File: src/rtl/cast_pkg.sv
// cast_pkg: shared types and clamp-limit helpers for the requantising cast path.
package cast_pkg;
   typedef enum logic [1:0] {ROUND_FLOOR = 2'd0, ROUND_HALF_UP = 2'd1, ROUND_HALF_EVEN = 2'd2} round_mode_e;
   function automatic longint clamp_max(input int ow);
      return (longint'(1) <<< (ow - 1)) - 1;
   endfunction
   function automatic longint clamp_min(input int ow, input bit sym);
      return -(longint'(1) <<< (ow - 1)) + (sym ? longint'(1) : longint'(0));
   endfunction
endpackage

File: src/rtl/signed_round_clamp_stream_if.sv
// signed_round_clamp_stream_if: input and output beat streams of the requantiser.
interface signed_round_clamp_stream_if #(
   parameter int CHANNELS = 4,
   parameter int IN_WIDTH = 16,
   parameter int OUT_WIDTH = 8
);
   logic [CHANNELS-1:0][IN_WIDTH-1:0] data_in;
   logic data_in_valid;
   logic data_in_ready;
   logic [CHANNELS-1:0][OUT_WIDTH-1:0] data_out;
   logic data_out_valid;
   logic data_out_ready;
   logic [CHANNELS-1:0] sat_mask;
   modport master (output data_in, data_in_valid, data_out_ready, input data_in_ready, data_out, data_out_valid, sat_mask);
   modport slave (input data_in, data_in_valid, data_out_ready, output data_in_ready, data_out, data_out_valid, sat_mask);
endinterface

File: src/rtl/signed_round_shift.sv
// signed_round_shift: one lane of biased arithmetic right shift; the result never overflows.
module signed_round_shift
   import cast_pkg::*;
#(
   parameter int IN_WIDTH = 16,
   parameter int SHIFT = 4,
   parameter round_mode_e ROUND_MODE = ROUND_FLOOR
) (
   input  logic [IN_WIDTH-1:0] x,
   output logic [IN_WIDTH-SHIFT:0] y
);
   logic [IN_WIDTH:0] xe, bias, sum;
   assign xe = {x[IN_WIDTH-1], x};
   if (SHIFT == 0) begin : g_nobias
      assign bias = '0;
   end else begin : g_bias
      localparam logic [IN_WIDTH:0] HALF = (IN_WIDTH + 1)'(1) << (SHIFT - 1);
      localparam logic [IN_WIDTH:0] HALF_M1 = HALF - (IN_WIDTH + 1)'(1);
      // half-even: a tie rounds up only when the kept lsb is odd
      assign bias = ROUND_MODE == ROUND_FLOOR ? '0 :
                    ROUND_MODE == ROUND_HALF_UP ? HALF :
                    HALF_M1 + {{IN_WIDTH{1'b0}}, xe[SHIFT]};
   end
   assign sum = xe + bias;
   assign y = (IN_WIDTH - SHIFT + 1)'(sum >> SHIFT);
endmodule

File: src/rtl/signed_round_clamp_stream.sv
// signed_round_clamp_stream: two-stage round/shift then saturating clamp stream with saturation stats.
module signed_round_clamp_stream
   import cast_pkg::*;
#(
   parameter int IN_WIDTH = 16,
   parameter int OUT_WIDTH = 8,
   parameter int SHIFT = 4,
   parameter int CHANNELS = 4,
   parameter bit SYMMETRIC = 1'b0,
   parameter round_mode_e ROUND_MODE = ROUND_FLOOR,
   parameter int CNT_WIDTH = 16
) (
   input  logic clk,
   input  logic rst,
   signed_round_clamp_stream_if.slave s,
   input  logic clear_stats,
   output logic [CNT_WIDTH-1:0] sat_count,
   output logic sat_sticky
);
   localparam int RW = IN_WIDTH - SHIFT + 1;
   localparam logic signed [RW-1:0] MAX_R = RW'(clamp_max(OUT_WIDTH));
   localparam logic signed [RW-1:0] MIN_R = RW'(clamp_min(OUT_WIDTH, SYMMETRIC));
   localparam logic [OUT_WIDTH-1:0] MAX_O = OUT_WIDTH'(clamp_max(OUT_WIDTH));
   localparam logic [OUT_WIDTH-1:0] MIN_O = OUT_WIDTH'(clamp_min(OUT_WIDTH, SYMMETRIC));
   logic s1_valid, s2_load, counted;
   logic [CHANNELS-1:0][RW-1:0] r_d, r_q;
   logic [CHANNELS-1:0][OUT_WIDTH-1:0] c;
   logic [CHANNELS-1:0] m;
   for (genvar i = 0; i < CHANNELS; i++) begin : g_lane
      signed_round_shift #(.IN_WIDTH(IN_WIDTH), .SHIFT(SHIFT), .ROUND_MODE(ROUND_MODE)) u_rs (
         .x(s.data_in[i]),
         .y(r_d[i])
      );
   end
   always_comb begin
      for (int i = 0; i < CHANNELS; i++) begin
         m[i] = $signed(r_q[i]) > MAX_R || $signed(r_q[i]) < MIN_R;
         c[i] = $signed(r_q[i]) > MAX_R ? MAX_O : $signed(r_q[i]) < MIN_R ? MIN_O : r_q[i][OUT_WIDTH-1:0];
      end
   end
   // each stage refills when empty or when its beat leaves this cycle
   assign s2_load = !s.data_out_valid || s.data_out_ready;
   assign s.data_in_ready = !s1_valid || s2_load;
   assign counted = s.data_out_valid && s.data_out_ready && |s.sat_mask;
   always_ff @(posedge clk or posedge rst)
      if (rst) begin
         s1_valid <= 1'b0;
         r_q <= '0;
      end else if (s.data_in_ready) begin
         s1_valid <= s.data_in_valid;
         if (s.data_in_valid) r_q <= r_d;
      end
   always_ff @(posedge clk or posedge rst)
      if (rst) begin
         s.data_out_valid <= 1'b0;
         s.data_out <= '0;
         s.sat_mask <= '0;
      end else if (s2_load) begin
         s.data_out_valid <= s1_valid;
         if (s1_valid) begin
            s.data_out <= c;
            s.sat_mask <= m;
         end
      end
   always_ff @(posedge clk or posedge rst)
      if (rst) begin
         sat_count <= '0;
         sat_sticky <= 1'b0;
      end else if (clear_stats) begin
         sat_count <= CNT_WIDTH'(counted);
         sat_sticky <= counted;
      end else if (counted) begin
         sat_count <= &sat_count ? sat_count : sat_count + CNT_WIDTH'(1);
         sat_sticky <= 1'b1;
      end
endmodule

File: src/flat_wrapper.sv
// flat-port wrapper written by rule: the top's interface ports become plain ports
module signed_round_clamp_stream_flat import cast_pkg::*;
#(
   parameter int IN_WIDTH = 16,
   parameter int OUT_WIDTH = 8,
   parameter int SHIFT = 4,
   parameter int CHANNELS = 4,
   parameter bit SYMMETRIC = 1'b0,
   parameter round_mode_e ROUND_MODE = ROUND_FLOOR,
   parameter int CNT_WIDTH = 16
)
  (clk, rst, clear_stats, sat_count, sat_sticky, s_data_in, s_data_in_valid, s_data_out_ready, s_data_in_ready, s_data_out, s_data_out_valid, s_sat_mask);
  signed_round_clamp_stream_if #(.CHANNELS(CHANNELS), .IN_WIDTH(IN_WIDTH), .OUT_WIDTH(OUT_WIDTH)) s_i ();
  input  logic clk;
  input  logic rst;
  input  logic clear_stats;
  output logic [CNT_WIDTH-1:0] sat_count;
  output logic sat_sticky;
  input wire logic [$bits(s_i.data_in)-1:0] s_data_in;
  input wire logic [$bits(s_i.data_in_valid)-1:0] s_data_in_valid;
  input wire logic [$bits(s_i.data_out_ready)-1:0] s_data_out_ready;
  output wire logic [$bits(s_i.data_in_ready)-1:0] s_data_in_ready;
  output wire logic [$bits(s_i.data_out)-1:0] s_data_out;
  output wire logic [$bits(s_i.data_out_valid)-1:0] s_data_out_valid;
  output wire logic [$bits(s_i.sat_mask)-1:0] s_sat_mask;
  assign s_i.data_in = s_data_in;
  assign s_i.data_in_valid = s_data_in_valid;
  assign s_i.data_out_ready = s_data_out_ready;
  assign s_data_in_ready = s_i.data_in_ready;
  assign s_data_out = s_i.data_out;
  assign s_data_out_valid = s_i.data_out_valid;
  assign s_sat_mask = s_i.sat_mask;
  signed_round_clamp_stream #(.IN_WIDTH(IN_WIDTH), .OUT_WIDTH(OUT_WIDTH), .SHIFT(SHIFT), .CHANNELS(CHANNELS), .SYMMETRIC(SYMMETRIC), .ROUND_MODE(ROUND_MODE), .CNT_WIDTH(CNT_WIDTH)) u_core (.clk(clk), .rst(rst), .s(s_i), .clear_stats(clear_stats), .sat_count(sat_count), .sat_sticky(sat_sticky));
endmodule
File: config.mk
export PLATFORM = sky130hd
export DESIGN_NAME = signed_round_clamp_stream_flat
export DESIGN_NICKNAME = d
export VERILOG_FILES = /design/src/rtl/cast_pkg.sv /design/src/rtl/signed_round_clamp_stream_if.sv /design/src/rtl/signed_round_shift.sv /design/src/rtl/signed_round_clamp_stream.sv /design/src/flat_wrapper.sv
export SDC_FILE = /design/constraint.sdc
export NUM_CORES = 1
export LEC_CHECK = 0
export CAP_MARGIN = 0
export CORE_MARGIN = 2
export CORE_UTILIZATION = 53
export CTS_CLUSTER_DIAMETER = 40
export DETAILED_ROUTE_END_ITERATION = 10
export PLACE_DENSITY_LB_ADDON = 0.2
export SLEW_MARGIN = 20
export SYNTH_ARGS = -nofsm -noshare
export SYNTH_HDL_FRONTEND = slang
export SYNTH_HIERARCHICAL = 1
export SYNTH_SLANG_ARGS = --single-unit
File: constraint.sdc
create_clock -name clk -period 5.5 [get_ports clk]
set_input_delay 0.55 -clock clk [delete_from_list [all_inputs] [get_ports clk]]
set_output_delay 0.55 -clock clk [all_outputs]
set_load 0.05 [all_outputs]
* Yosys cells after proc, flatten, opt, wreduce, memory -nomap -nowiden
Cells that the tools add are included.
** Storage, ports and cells
- Register bits :: 103
- Bits in latches :: 0
- Memory bits (writable) :: 0
- Memory bits (read-only) :: 0
- Input bits :: 69
- Output and inout port bits :: 55
- Logic and storage cells :: 52
- Memories kept :: 0
** Operators by class
- Add/sub/neg operators :: 1
- Multiply operators :: 0
- Div/mod/pow operators :: 0
- $lt $le $gt $ge :: 8
- Equality and inequality tests :: 1
- Shift operators :: 0
- Multiplexer cells :: 13
- Bitwise gates (word level) :: 0
- Reduce and logical (&&, ||, !) cells :: 16
** Operators by type and width (number)
- $mux 8 :: 8
- $gt 12x8->1 const B :: 4
- $lt 12x8->1 const B :: 4
- $mux 16 :: 3
- $add 16x1->16 const B :: 1
- $reduce_and 16->1 :: 1
- $logic_or 1x1->1 :: 6
- $reduce_and 2->1 :: 3
- $reduce_or 4->1 :: 1
- $logic_and 1x1->1 :: 2
- $logic_not 1->1 :: 2
- $mux 1 :: 2
- $ne 2x2->1 const B :: 1
- $reduce_bool 2->1 :: 1

* Logic depth before layout (Yosys ltp)
Gate-level depths: netlist of run 1.
- Word-level depth :: 4
- Mapped depth :: 8
- Gate-level depth less buffers :: 6

* Cells and area by module
The synthesis of run 1 kept the hierarchy.
** By module, submodules not included
- signed_round_clamp_stream :: times used 1, cells an instance 385, area each 4509.3 um^2, seq. area each 2677.6 um^2
- signed_round_shift :: times used 4, cells an instance 13, area each 97.6 um^2, seq. area each 0.0 um^2

* Worst setup path before layout of run 1
No wires, ideal clock.
- Path type :: register to register
- Start point :: register u_core.s.data_out_valid
- End point :: register u_core/r_q[0] in the netlist's numbering
- Arrival :: 2.204 ns
- Required time :: 5.375 ns
- Path slack :: 3.171 ns
- Cell stages (with the launch flop) :: 5
- Buffers on the path :: 1
- Cell sequence :: dfrtp_1 nand3b_1 nand2_1 buf_2 mux2_2
** Between the ends
- Word-level cells in the longest chain between the ends :: 4
** Ends and longest elaborated chain
- start, declared :: line signed_round_clamp_stream_if.sv:15 : modport slave (input data_in, data_in_valid, data_out_ready, output data_in_ready, data_out, data_out_valid, s ...
- start signal, assigned :: line signed_round_clamp_stream.sv:59 : s.data_out_valid <= s1_valid;
- $logic_not 1->1 :: line signed_round_clamp_stream.sv:42 : assign s2_load = !s.data_out_valid || s.data_out_ready;
- $logic_or 1x1->1 :: line signed_round_clamp_stream.sv:42
- $logic_or 1x1->1 :: line signed_round_clamp_stream.sv:43 : assign s.data_in_ready = !s1_valid || s2_load;
- via s_data_in_ready :: line flat_wrapper.sv:22 : output wire logic [$bits(s_i.data_in_ready)-1:0] s_data_in_ready;
- $reduce_and 2->1 (no source line)
- end signal, assigned :: line signed_round_clamp_stream.sv:51 : if (s.data_in_valid) r_q <= r_d;
- end, declared :: line signed_round_clamp_stream.sv:26 : logic [CHANNELS-1:0][RW-1:0] r_d, r_q;
The timed path passes the listed nets, and every way through them passes these cells.
A chain may end at the register's enable or synchronous reset.

* Worst setup path in the final report of run 1
- Start point :: input s_data_out_ready
- End point :: output s_data_in_ready
** Between the ends
- Word-level cells in the longest chain between the ends :: 2
** Ends and longest elaborated chain
- start, declared :: line flat_wrapper.sv:21 : input wire logic [$bits(s_i.data_out_ready)-1:0] s_data_out_ready;
- $logic_or 1x1->1 :: line signed_round_clamp_stream.sv:42
- $logic_or 1x1->1 :: line signed_round_clamp_stream.sv:43
- end, declared :: line flat_wrapper.sv:22
No other way between the ends.

==> key figures, run 1 <==
Status
  • Status: finished clean

Global routing
  • First-pass GRT wire length: 15100 um
  • Vias in the first global route: 3070
  • GRT Util Overall: ~19%
  • Initial antenna violation count: 0
  • Largest net degree at the start of global routing: a little under 60
  • Grt ovf: 0

Placed design
  • Pre-CTS setup slack: roughly 2.6 ns
  • DP Wirelength: roughly 6400 um
  • Gpl congestion: around 0.8
  • Placed Cells: between 500 and 600
  • Port bufs: roughly 110

Clock network
  • Max clock buf depth: 2
  • CTS Hold Bufs: 0
  • Root Buffer: clkbuf_8
  • Post_cts resized: 0
  • Setup Fix Bufs, Post-CTS: 0
  • Clock Sinks: roughly 110
  • Clk_lat worst skew: roughly 0.36 ns
  • Total CTS buffers: 9
  • CTS tree: yes
  • H-tree depth: 3
  • Reg clk slew, reported paths: around 0.1 ns

Route
  • Routed Antenna Nets: 0
  • DR iter-0 viols: 120
  • Vias: 3232
  • Final wirelength: between 9000 and 10000 um
  • Residual DRC: 0
  • Via density: around 5.4
  • Initial DRT Pass Iterations: 4
  • Wire per inst: approximately 15 um

Power and ir drop
  • Static Leak: 2.41 nW
  • Power, Total: 2.22 mW
  • Worst VDD drop: ~0.00024 V
  • Pwr dens: 377 nW/um^2

Yosys
  • Dominant cell type by area after synthesis: dfrtp_1
  • Flops & latches, synth: between 100 and 150
  • Async SR Flop Fraction: between 90% and 100%
  • Commonest register cell after synthesis: dfrtp_1
  • Sequential fraction of the synthesis area: around 55%
  • Cell variety after synth: 38
  • Synth Area per Inst: roughly 11 sq um
  • Mapped Cells: between 400 and 500
  • Yosys warning count: 6
  • Largest cells by area after synthesis: dfrtp_1 55%, mux2_2 13%, buf_4 8.1%
  • Cell Area, Synth: between 4000 and 5000 sq um
  • Post-Syn Nets: between 500 and 600
  • Synth top cells by count: 107 x dfrtp_1, 69 x o21ai_0, 56 x mux2_2
  • Cell with the most instances after synthesis: dfrtp_1
  • Area share of the largest cell type after synthesis: roughly 55%
  • EDFF count, synth: 0

Timing
  • Hold Violations, Final: 0
  • Final worst path period share: 49.4%
  • Worst slew pin tran: 0.868 ns
  • Final worst clock skew: 0.0150 ns
  • Max-slew violation count: 0
  • Setup_tns: 0 ns
  • Maximum clock rate: 0.368 GHz
  • RSZ-0062 raised after global routing: no
  • Max-slew headroom: between 40 and 50%
  • Final setup margin: roughly 2.8 ns
  • Endpoints failing setup: 0
  • Minimum clock period: around 2.7 ns

Critical path
  • Worst flop-to-flop path startpoint: u_core/sat_count[0]$_DFFE_PP0P_
  • Crit Path Max Fanout: 4
  • Crit path kind: in -> out
  • Worst setup path endpoint: s_data_in_ready
  • CP arrival: around 2.2 ns
  • Worst setup EP type: primary output
  • CP required: slightly below 5 ns
  • Reg2Reg Setup Slack: ~3.3 ns
  • Crit path from: s_data_out_ready
  • Reg2reg path depth: 6
  • Reg2reg end: u_core/sat_count[8]$_DFFE_PP0P_
  • Worst setup SP type: input pin

Floorplanning
  • Core Footprint: between 9000 and 10000 sq um
  • Initial Util: 53.8%
  • Width of the die: around 100 um
  • Die height: 100 um
  • I/O pin cnt: 124
  • Row Count: 35
  • Die area: 10000 sq um

Layout
  • Reg area: about 2700 sq um
  • Fin cells: 604
  • Share of cells above drive strength 1: 17.0%
  • Syn-to-layout area delta: 20.3%
  • Final Core Density: between 60% and 70%
  • Multi-input gate area: 1710 sq um
  • # fillers: 751
  • Fin nets: between 500 and 600
  • Antenna cells: 0

Hold path
  • HP Class: reg -> reg

Run
  • Maxcap violations: 0
power breakdown:
group          total [mW]  internal (mW)  switching [mW]
Clock               0.571          0.314           0.257
Sequential          0.990          0.912          0.0785
Combinational       0.659          0.247           0.412
through the flow:
step / hold WS (ns) / instance area (sq um)
floorplan: 0.457 / 4900
global placement: 0.465 / 5650
detailed placement: 0.469 / 5650
CTS: 0.492 / 5890
global route: 0.520 / 5890
finish: 0.486 / 5890
registers in the layout (all words and copies together), names as in the netlist:
signal                   flops
u_core/sat_sticky            1
u_core/s.sat_mask            4
u_core/r_q                  52
u_core/s.data_out_valid      1
u_core/s.data_out           32
u_core/sat_count            16
u_core/s1_valid              1
layout by cell type, fill, tap and decap left out, types with 2 or more instances in the layout:
cell type / instances
xnor2_1: 7
a21oi_1: 11
nor4_1: 2
nor2b_1: 4
nand4_1: 3
nor3_1: 4
clkdlybuf4s50_1: 107
inv_1: 6
nor2_1: 13
bufinv_16: 3
dfrtp_1: 107
nand3_1: 10
o21ai_0: 69
clkbuf_8: 10
and4_4: 3
or3_1: 3
nand2b_1: 3
buf_4: 3
nand2_2: 2
a21o_1: 2
or4_1: 2
mux2_2: 56
a211oi_1: 2
o31ai_1: 2
nand2_1: 43
worst max-delay path, cell delays in order:
cell	delay, ns
clkdlybuf4s50_1	0.57
nand3b_1	0.20
clkdlybuf4s50_1	0.84
logic make-up (layout without fill, tap and decap cells):
family | count (synthesis) | after routing | share of synthesized area, %
simple gates | 98 | 98 | 9.88
buf+inv | 76 | 132 | 10.5
xor+xnor | 7 | 7 | 1.25
mux | 57 | 57 | 13.1
compound gates | 91 | 91 | 10.4
fa+ha+maj | 1 | 1 | 0.255
flops | 107 | 107 | 54.6
per-layer routing:
layer  track usage, %  routed length (um)  share of wire, %  vias up
li1                 -                   -                 -     1561
met1             25.8                4200                46     1589
met2             31.3                4460                49       71
met3             3.69                 360               3.9       11
met4             7.38                 146               1.6        0
met5                0                   0                 0        -
area by class of cell:
cell class	instances	area share [%]
flip-flops and latches	107	45.4
multi-input cells	254	29.1
repair buffers	110	18.6
clock buffers	11	2.40
well taps	111	2.36
clock inverters	4	1.68
inverters	7	0.488
how the worst min path moves through the flow:
| stage | endpoint | cells after the start | start | slack (ns) |
|---|---|---|---|---|
| floorplan | u_core/s.data_out_valid$_DFFE_PP0P_ | 1 | u_core/s1_valid$_DFFE_PP0N_ | 0.46 |
| global placement | u_core/s.data_out[28]$_DFFE_PP0P_ | 2 | u_core/s.data_out[28]$_DFFE_PP0P_ | 0.46 |
| detailed placement | u_core/s.data_out[29]$_DFFE_PP0P_ | 2 | u_core/s.data_out[29]$_DFFE_PP0P_ | 0.47 |
| CTS | u_core/s.data_out[29]$_DFFE_PP0P_ | 2 | u_core/s.data_out[29]$_DFFE_PP0P_ | 0.49 |
| global route | u_core/s.data_out[28]$_DFFE_PP0P_ | 2 | u_core/s.data_out[28]$_DFFE_PP0P_ | 0.52 |
| finish | u_core/s.data_out[29]$_DFFE_PP0P_ | 2 | u_core/s.data_out[29]$_DFFE_PP0P_ | 0.49 |
Note: power is estimated with default switching activity, not from simulation.
==> run 2, diff against run 1 <==
- CORE_UTILIZATION: 53 -> 49
- clock period: 5.5 -> 2.7 ns (I/O delays scaled with it)
==> key figures, run 2 (synthesis results as in run 1) <==
Power and ir drop
  • Worst VDD drop: 0.000403 V (+71%)
  • Int Pwr: 2.89 mW (+96%)
  • Sequential share of power: 45.6% (+1.0 points)
  • Combinational share of power: 30.7% (+1.0 points)
  • Static Leak: 2.44 nW (+1.1%)
  • Net Sw Power: 1.54 mW (+110%)
  • Clock share of power: 23.7% (-2.0 points)
  • Sw Share: 34.8% (+1.1 points)
  • Pwr dens: 740 nW/um^2 (+97%)

Hold path
  • HP Class: in -> async

Timing
  • Minimum clock period: between 2 and 2.5 ns
  • RSZ-0062 raised after global routing: no
  • Worst slew pin tran: 0.872 ns (+0.00322 ns)
  • Maximum clock rate: about 0.46 GHz
  • Setup_tns: 0 ns (unchanged)
  • Final worst path period share: between 80% and 90%
  • Final worst clock skew: 0.00893 ns (-0.00611 ns)
  • Hold Violations, Final: 0 (unchanged)
  • Endpoints failing setup: 0 (unchanged)
  • Max-slew headroom: 41.3% (-0.22 points)
  • Max-slew violation count: 0 (unchanged)

Clock network
  • CTS tree: yes
  • Reg clk slew, reported paths: 0.10 ns (about the same)
  • Root Buffer: clkbuf_8
  • CTS Hold Bufs: 0 (unchanged)
  • H-tree depth: 3 (unchanged)
  • Post_cts resized: 0 (unchanged)
  • Clock Sinks: 107 (unchanged)
  • Clk_lat worst skew: 0.36 ns (about the same)
  • Max clock buf depth: 2 (unchanged)
  • Total CTS buffers: 9 (unchanged)
  • Setup Fix Bufs, Post-CTS: 0 (unchanged)

Route
  • Wire per inst: 14.9 um (-1.6%)
  • Final wirelength: 9440 um (+2.9%)
  • Via density: 5.18 (-3.2%)
  • Residual DRC: 0 (unchanged)
  • Vias: 3273 (+1.3%)
  • Initial DRT Pass Iterations: 4 (unchanged)
  • DR iter-0 viols: 94 (-22%)
  • Routed Antenna Nets: 0 (unchanged)

Layout
  • Fin cells: 632 (+4.6%)
  • Largest Register: u_core/r_q
  • Regs by FF count: u_core/r_q: 52 flops, u_core/s.data_out: 32 flops, u_core/sat_count: 16 flops
  • Largest register FFs: 52 (unchanged)
  • Fin nets: 564 (+0.89%)
  • # fillers: 867 (+15%)
  • Antenna cells: 0 (unchanged)
  • Share of cells above drive strength 1: 18.2% (+1.2 points)
  • Post-route cell area: 5980 sq um (+1.4%)
  • Most frequent cells in the layout: 107 x clkdlybuf4s50_1, 107 x dfrtp_1, 69 x o21ai_0, 56 x mux2_2, 43 x nand2_1
  • Syn-to-layout area delta: 22.0%

Floorplanning
  • Initial Util: 50.4% (-3.4 points)
  • Row Count: 36 (+2.9%)
  • Width of the die: 104 um (+3.8%)
  • Core Footprint: 9730 sq um (+6.8%)
  • Die height: 104 um (+3.8%)
  • Die area: 10800 sq um (+7.8%)
  • I/O pin cnt: 124 (unchanged)

Placed design
  • Post-DP Area: 5760 sq um (+1.8%)
  • Placed Cells: 616 (+4.6%)
  • DP Wirelength: 6700 um (+4.2%)
  • Port bufs: 107 (unchanged)
  • Gpl congestion: 0.827 (+4.2%)

Critical path
  • Crit path kind: in -> out
  • Crit Path Max Fanout: 4 (unchanged)
  • Worst setup SP type: input pin
  • CP required: 2.43 ns (-2.52 ns)
  • CP arrival: 1.91 ns (-0.26 ns)
  • Worst setup EP type: primary output

Run
  • Maxcap violations: 0 (unchanged)

Status
  • Status: finished clean

Global routing
  • GRT Util Overall: 18.3% (-0.95 points)
  • Grt ovf: 0 (unchanged)
  • Largest net degree at the start of global routing: 42 (-28%)
  • First-pass GRT wire length: 16000 um (+6.2%)
  • Initial antenna violation count: 0 (unchanged)
  • Vias in the first global route: 3330 (+8.5%)
run 2: critical path: stages:
cell             delay (ns)
clkdlybuf4s50_1        0.58
nand3b_1               0.22
clkdlybuf4s50_1        0.84
run 2: per-stage QoR:
stage / total power, mW / utilization [%] / setup slack, ns / hold slack, ns
after floorplan: 2.95 / - / 0.371 / 0.378
after global placement: 3.39 / 59.2 / 0.516 / 0.463
after detailed placement: 3.43 / 59.2 / 0.525 / 0.470
after CTS: 4.48 / 61.4 / 0.514 / 0.408
after global routing: 4.66 / 61.4 / 0.423 / 0.420
final: 4.43 / 61.4 / 0.523 / 0.380
run 2: cell type report:
cell class / instances / area, sq um / share of cell area (%)
clock buffer: 12 / 165 / 2.76
clock inverter: 4 / 56.3 / 0.942
inverter: 7 / 30.0 / 0.502
multi-input combinational: 254 / 1710 / 28.7
sequential: 107 / 2680 / 44.8
tap: 133 / 166 / 2.78
timing repair buffer: 115 / 1170 / 19.5
run 2: worst paths after layout:
check / end / startpoint / depth (start not counted) / slack, ns
worst max-delay path: s_data_in_ready / s_data_out_ready / 3 / 0.52
worst min-delay path: u_core/r_q[19]$_DFFE_PP0P_ / rst / 2 / 0.38
worst max register to register: u_core/sat_count[8]$_DFFE_PP0P_ / u_core/sat_count[0]$_DFFE_PP0P_ / 6 / 0.56
worst min register to register: u_core/s.data_out[10]$_DFFE_PP0P_ / u_core/s.data_out[10]$_DFFE_PP0P_ / 2 / 0.49
max in group asynchronous: u_core/s.data_out[23]$_DFFE_PP0P_ / rst / 3 / 1.65
min in group clk: u_core/s.data_out[10]$_DFFE_PP0P_ / u_core/s.data_out[10]$_DFFE_PP0P_ / 2 / 0.49
run 2: power by group through the flow:
stage	Clock, mW	Combinational (mW)	Sequential, mW
CTS	1.08	1.38	2.02
finish	1.05	1.36	2.02
global placement	0	1.35	2.04
detailed placement	0	1.38	2.05
floorplan	0	0.436	2.52
global route	1.16	1.45	2.06
run 2: layer usage:
| layer | up-vias | GRT usage, % | wire, um |
|---|---|---|---|
| li1 | 1582 | - | - |
| met1 | 1593 | 22.6 | 4020 |
| met2 | 85 | 30.6 | 4650 |
| met3 | 13 | 5.26 | 577 |
| met4 | 0 | 6.85 | 188 |
| met5 | - | 0 | 0 |
==> run 3, diff against run 2 <==
- clock period: 2.7 -> 2.25 ns (I/O delays scaled with it)
==> key figures, run 3 (synthesis results as in run 1) <==
Clock network
  • CTS tree: yes
  • Clk_lat worst skew: 0.35 ns (about the same)
  • Root Buffer: clkbuf_8
  • H-tree depth: 3 (unchanged)
  • CTS Hold Bufs: 0 (unchanged)
  • Post_cts resized: 0 (unchanged)
  • Clock Sinks: 107 (unchanged)
  • Max clock buf depth: 2 (unchanged)
  • Reg clk slew, reported paths: 0.09 ns (about the same)
  • Setup Fix Bufs, Post-CTS: 0 (unchanged)
  • Total CTS buffers: 9 (unchanged)

Power and ir drop
  • Pwr dens: 912 nW/um^2 (+23%)
  • Worst VDD drop: 0.000578 V (+43%)
  • Static Leak: 2.46 nW (+1.1%)

Layout
  • Final Core Density: 62.1% (+0.67 points)
  • Fin nets: 567 (+0.53%)
  • Most frequent cells in the layout: 106 x clkdlybuf4s50_1, 105 x dfrtp_1, 69 x o21ai_0, 56 x mux2_2, 43 x nand2_1
  • Fin cells: 633 (+0.16%)
  • Share of cells above drive strength 1: 19.0% (+0.76 points)
  • Commonest non-fill, non-tap cell in the layout: clkdlybuf4s50_1
  • Syn-to-layout area delta: 23.3%
  • Multi-input gate area: 1710 sq um (unchanged)
  • Regs by FF count: u_core/r_q: 52 flops, u_core/s.data_out: 32 flops, u_core/sat_count: 16 flops
  • # fillers: 827 (-4.6%)
  • Largest register FFs: 52 (unchanged)
  • Reg area: 2680 sq um (about the same)
  • Largest Register: u_core/r_q
  • Antenna cells: 0 (unchanged)

Floorplanning
  • Width of the die: 104 um (unchanged)
  • Die height: 104 um (unchanged)
  • Initial Util: 50.4% (unchanged)
  • Die area: 10800 sq um (unchanged)
  • Core Footprint: 9730 sq um (unchanged)
  • Row Count: 36 (unchanged)
  • I/O pin cnt: 124 (unchanged)

Route
  • Met1 WL: 3970 um (-1.4%)
  • Residual DRC: 0 (unchanged)
  • Initial DRT Pass Iterations: 4 (unchanged)
  • Wire per inst: 14.7 um (-1.2%)
  • Via density: 5.14 (-0.71%)
  • DR iter-0 viols: 107 (+14%)
  • Met3 WL post-DR: 472 um (-18%)
  • Routed Antenna Nets: 0 (unchanged)
  • Vias: 3255 (-0.55%)
  • Met2 routed WL: 4750 um (+2.3%)
  • Final wirelength: 9340 um (-1.1%)
  • Top Layer Used: met4

Timing
  • Setup_tns: 0 ns (unchanged)
  • Hold Violations, Final: 0 (unchanged)
  • Maximum clock rate: between 0.4 and 0.5 GHz
  • Final worst clock skew: 0.0102 ns (+0.00128 ns)
  • Max-slew violation count: 0 (unchanged)
  • Final worst path period share: approximately 94%
  • Endpoints failing setup: 0 (unchanged)
  • Worst slew pin tran: 0.668 ns (-0.204 ns)
  • Max-slew headroom: 55.0% (+14 points)
  • RSZ-0062 raised after global routing: no
  • Final setup margin: 0.128 ns (-0.395 ns)
  • Minimum clock period: 2.12 ns

Global routing
  • Vias in the first global route: 3362 (+0.96%)
  • First-pass GRT wire length: 15800 um (-1.3%)
  • Initial antenna violation count: 0 (unchanged)
  • Largest net degree at the start of global routing: 51 (+21%)
  • Grt ovf: 0 (unchanged)
  • GRT Util Overall: 18.0% (-0.31 points)

Critical path
  • CP arrival: 2.40 ns (+0.49 ns)
  • Crit path kind: reg -> reg
  • Reg2reg end: u_core/sat_count[8]$_DFFE_PP0P_
  • Worst flop-to-flop path startpoint: u_core/sat_count[0]$_DFFE_PP0P_
  • Crit-path max cell delay: 0.49 ns (-0.35 ns)
  • Cell Chain, Critical Path: ha_1 > and3_1 > and4_4 > a21o_1 > or4_1 > a21oi_1
  • Delay-heaviest family, CP: simple AND/OR/NAND/NOR gates
  • Worst setup EP type: flip-flop
  • Crit Path Max Fanout: 12 (+8)
  • CP required: 2.53 ns (+0.10 ns)
  • WP buf/inv: 0 (-2)
  • Reg2Reg Setup Slack: 0.13 ns (-0.43 ns)
  • CP max-delay cell: or4_1
  • Reg2reg path depth: 6 (unchanged)
  • Worst setup SP type: flip-flop

Placed design
  • Gpl congestion: 0.815 (-1.5%)
  • Port bufs: 107 (unchanged)
  • Placed Cells: 619 (+0.49%)
  • Pre-CTS setup slack: 0.171 ns (-0.354 ns)
  • DP Wirelength: 6760 um (+0.93%)

Hold path
  • HP Class: in -> async

Status
  • Status: finished clean

Run
  • Maxcap violations: 0 (unchanged)
[run 3: final cells by class]
class | instances | area share, %
inverters | 7 | 0.497
well taps | 133 | 2.75
clock buffers | 9 | 2.05
repair buffers | 118 | 19.9
flip-flops and latches | 107 | 44.3
multi-input cells | 254 | 28.4
clock inverters | 5 | 2.11
[run 3: worst reg2reg max path, delay by kind of cell (launching register included)]
family	cells	cell delay, ns
compound gates	2	0.44
flops	1	0.45
simple gates	3	0.93
fa+ha+maj	1	0.23
[run 3: metrics by stage]
step | hold WS, ns | total power, mW | cell area (sq um)
floorplan | 0.333 | 3.55 | 4910
global placement | 0.464 | 4.08 | 5790
detailed placement | 0.472 | 4.12 | 5790
CTS | 0.169 | 5.59 | 6040
global route | 0.191 | 5.79 | 6040
finish | 0.188 | 5.51 | 6040
[run 3: metal layers]
layer	GRT usage [%]	vias to the layer above
met1	21.7	1595
li1	-	1573
met4	7.14	0
met5	0	-
met3	3.95	12
met2	31.4	75
[run 3: how the worst max path moves through the flow]
stage                                                from                                to  slack (ns)  depth (start not counted)
final                     u_core/sat_count[0]$_DFFE_PP0P_   u_core/sat_count[8]$_DFFE_PP0P_        0.13                          6
after global routing      u_core/sat_count[0]$_DFFE_PP0P_   u_core/sat_count[8]$_DFFE_PP0P_        0.02                          6
after CTS                 u_core/sat_count[0]$_DFFE_PP0P_   u_core/sat_count[8]$_DFFE_PP0P_        0.15                          6
after detailed placement  u_core/sat_count[0]$_DFFE_PP0P_   u_core/sat_count[8]$_DFFE_PP0P_        0.17                          6
after global placement    u_core/sat_count[0]$_DFFE_PP0P_   u_core/sat_count[8]$_DFFE_PP0P_        0.21                          6
after floorplan           u_core/sat_count[1]$_DFFE_PP0P_  u_core/sat_count[15]$_DFFE_PP0P_        0.01                          7
[run 3: power breakdown]
group | internal, mW | total [mW] | switching (mW)
combinational | 0.631 | 1.64 | 1.01
sequential | 2.23 | 2.43 | 0.199
clock | 0.840 | 1.44 | 0.600
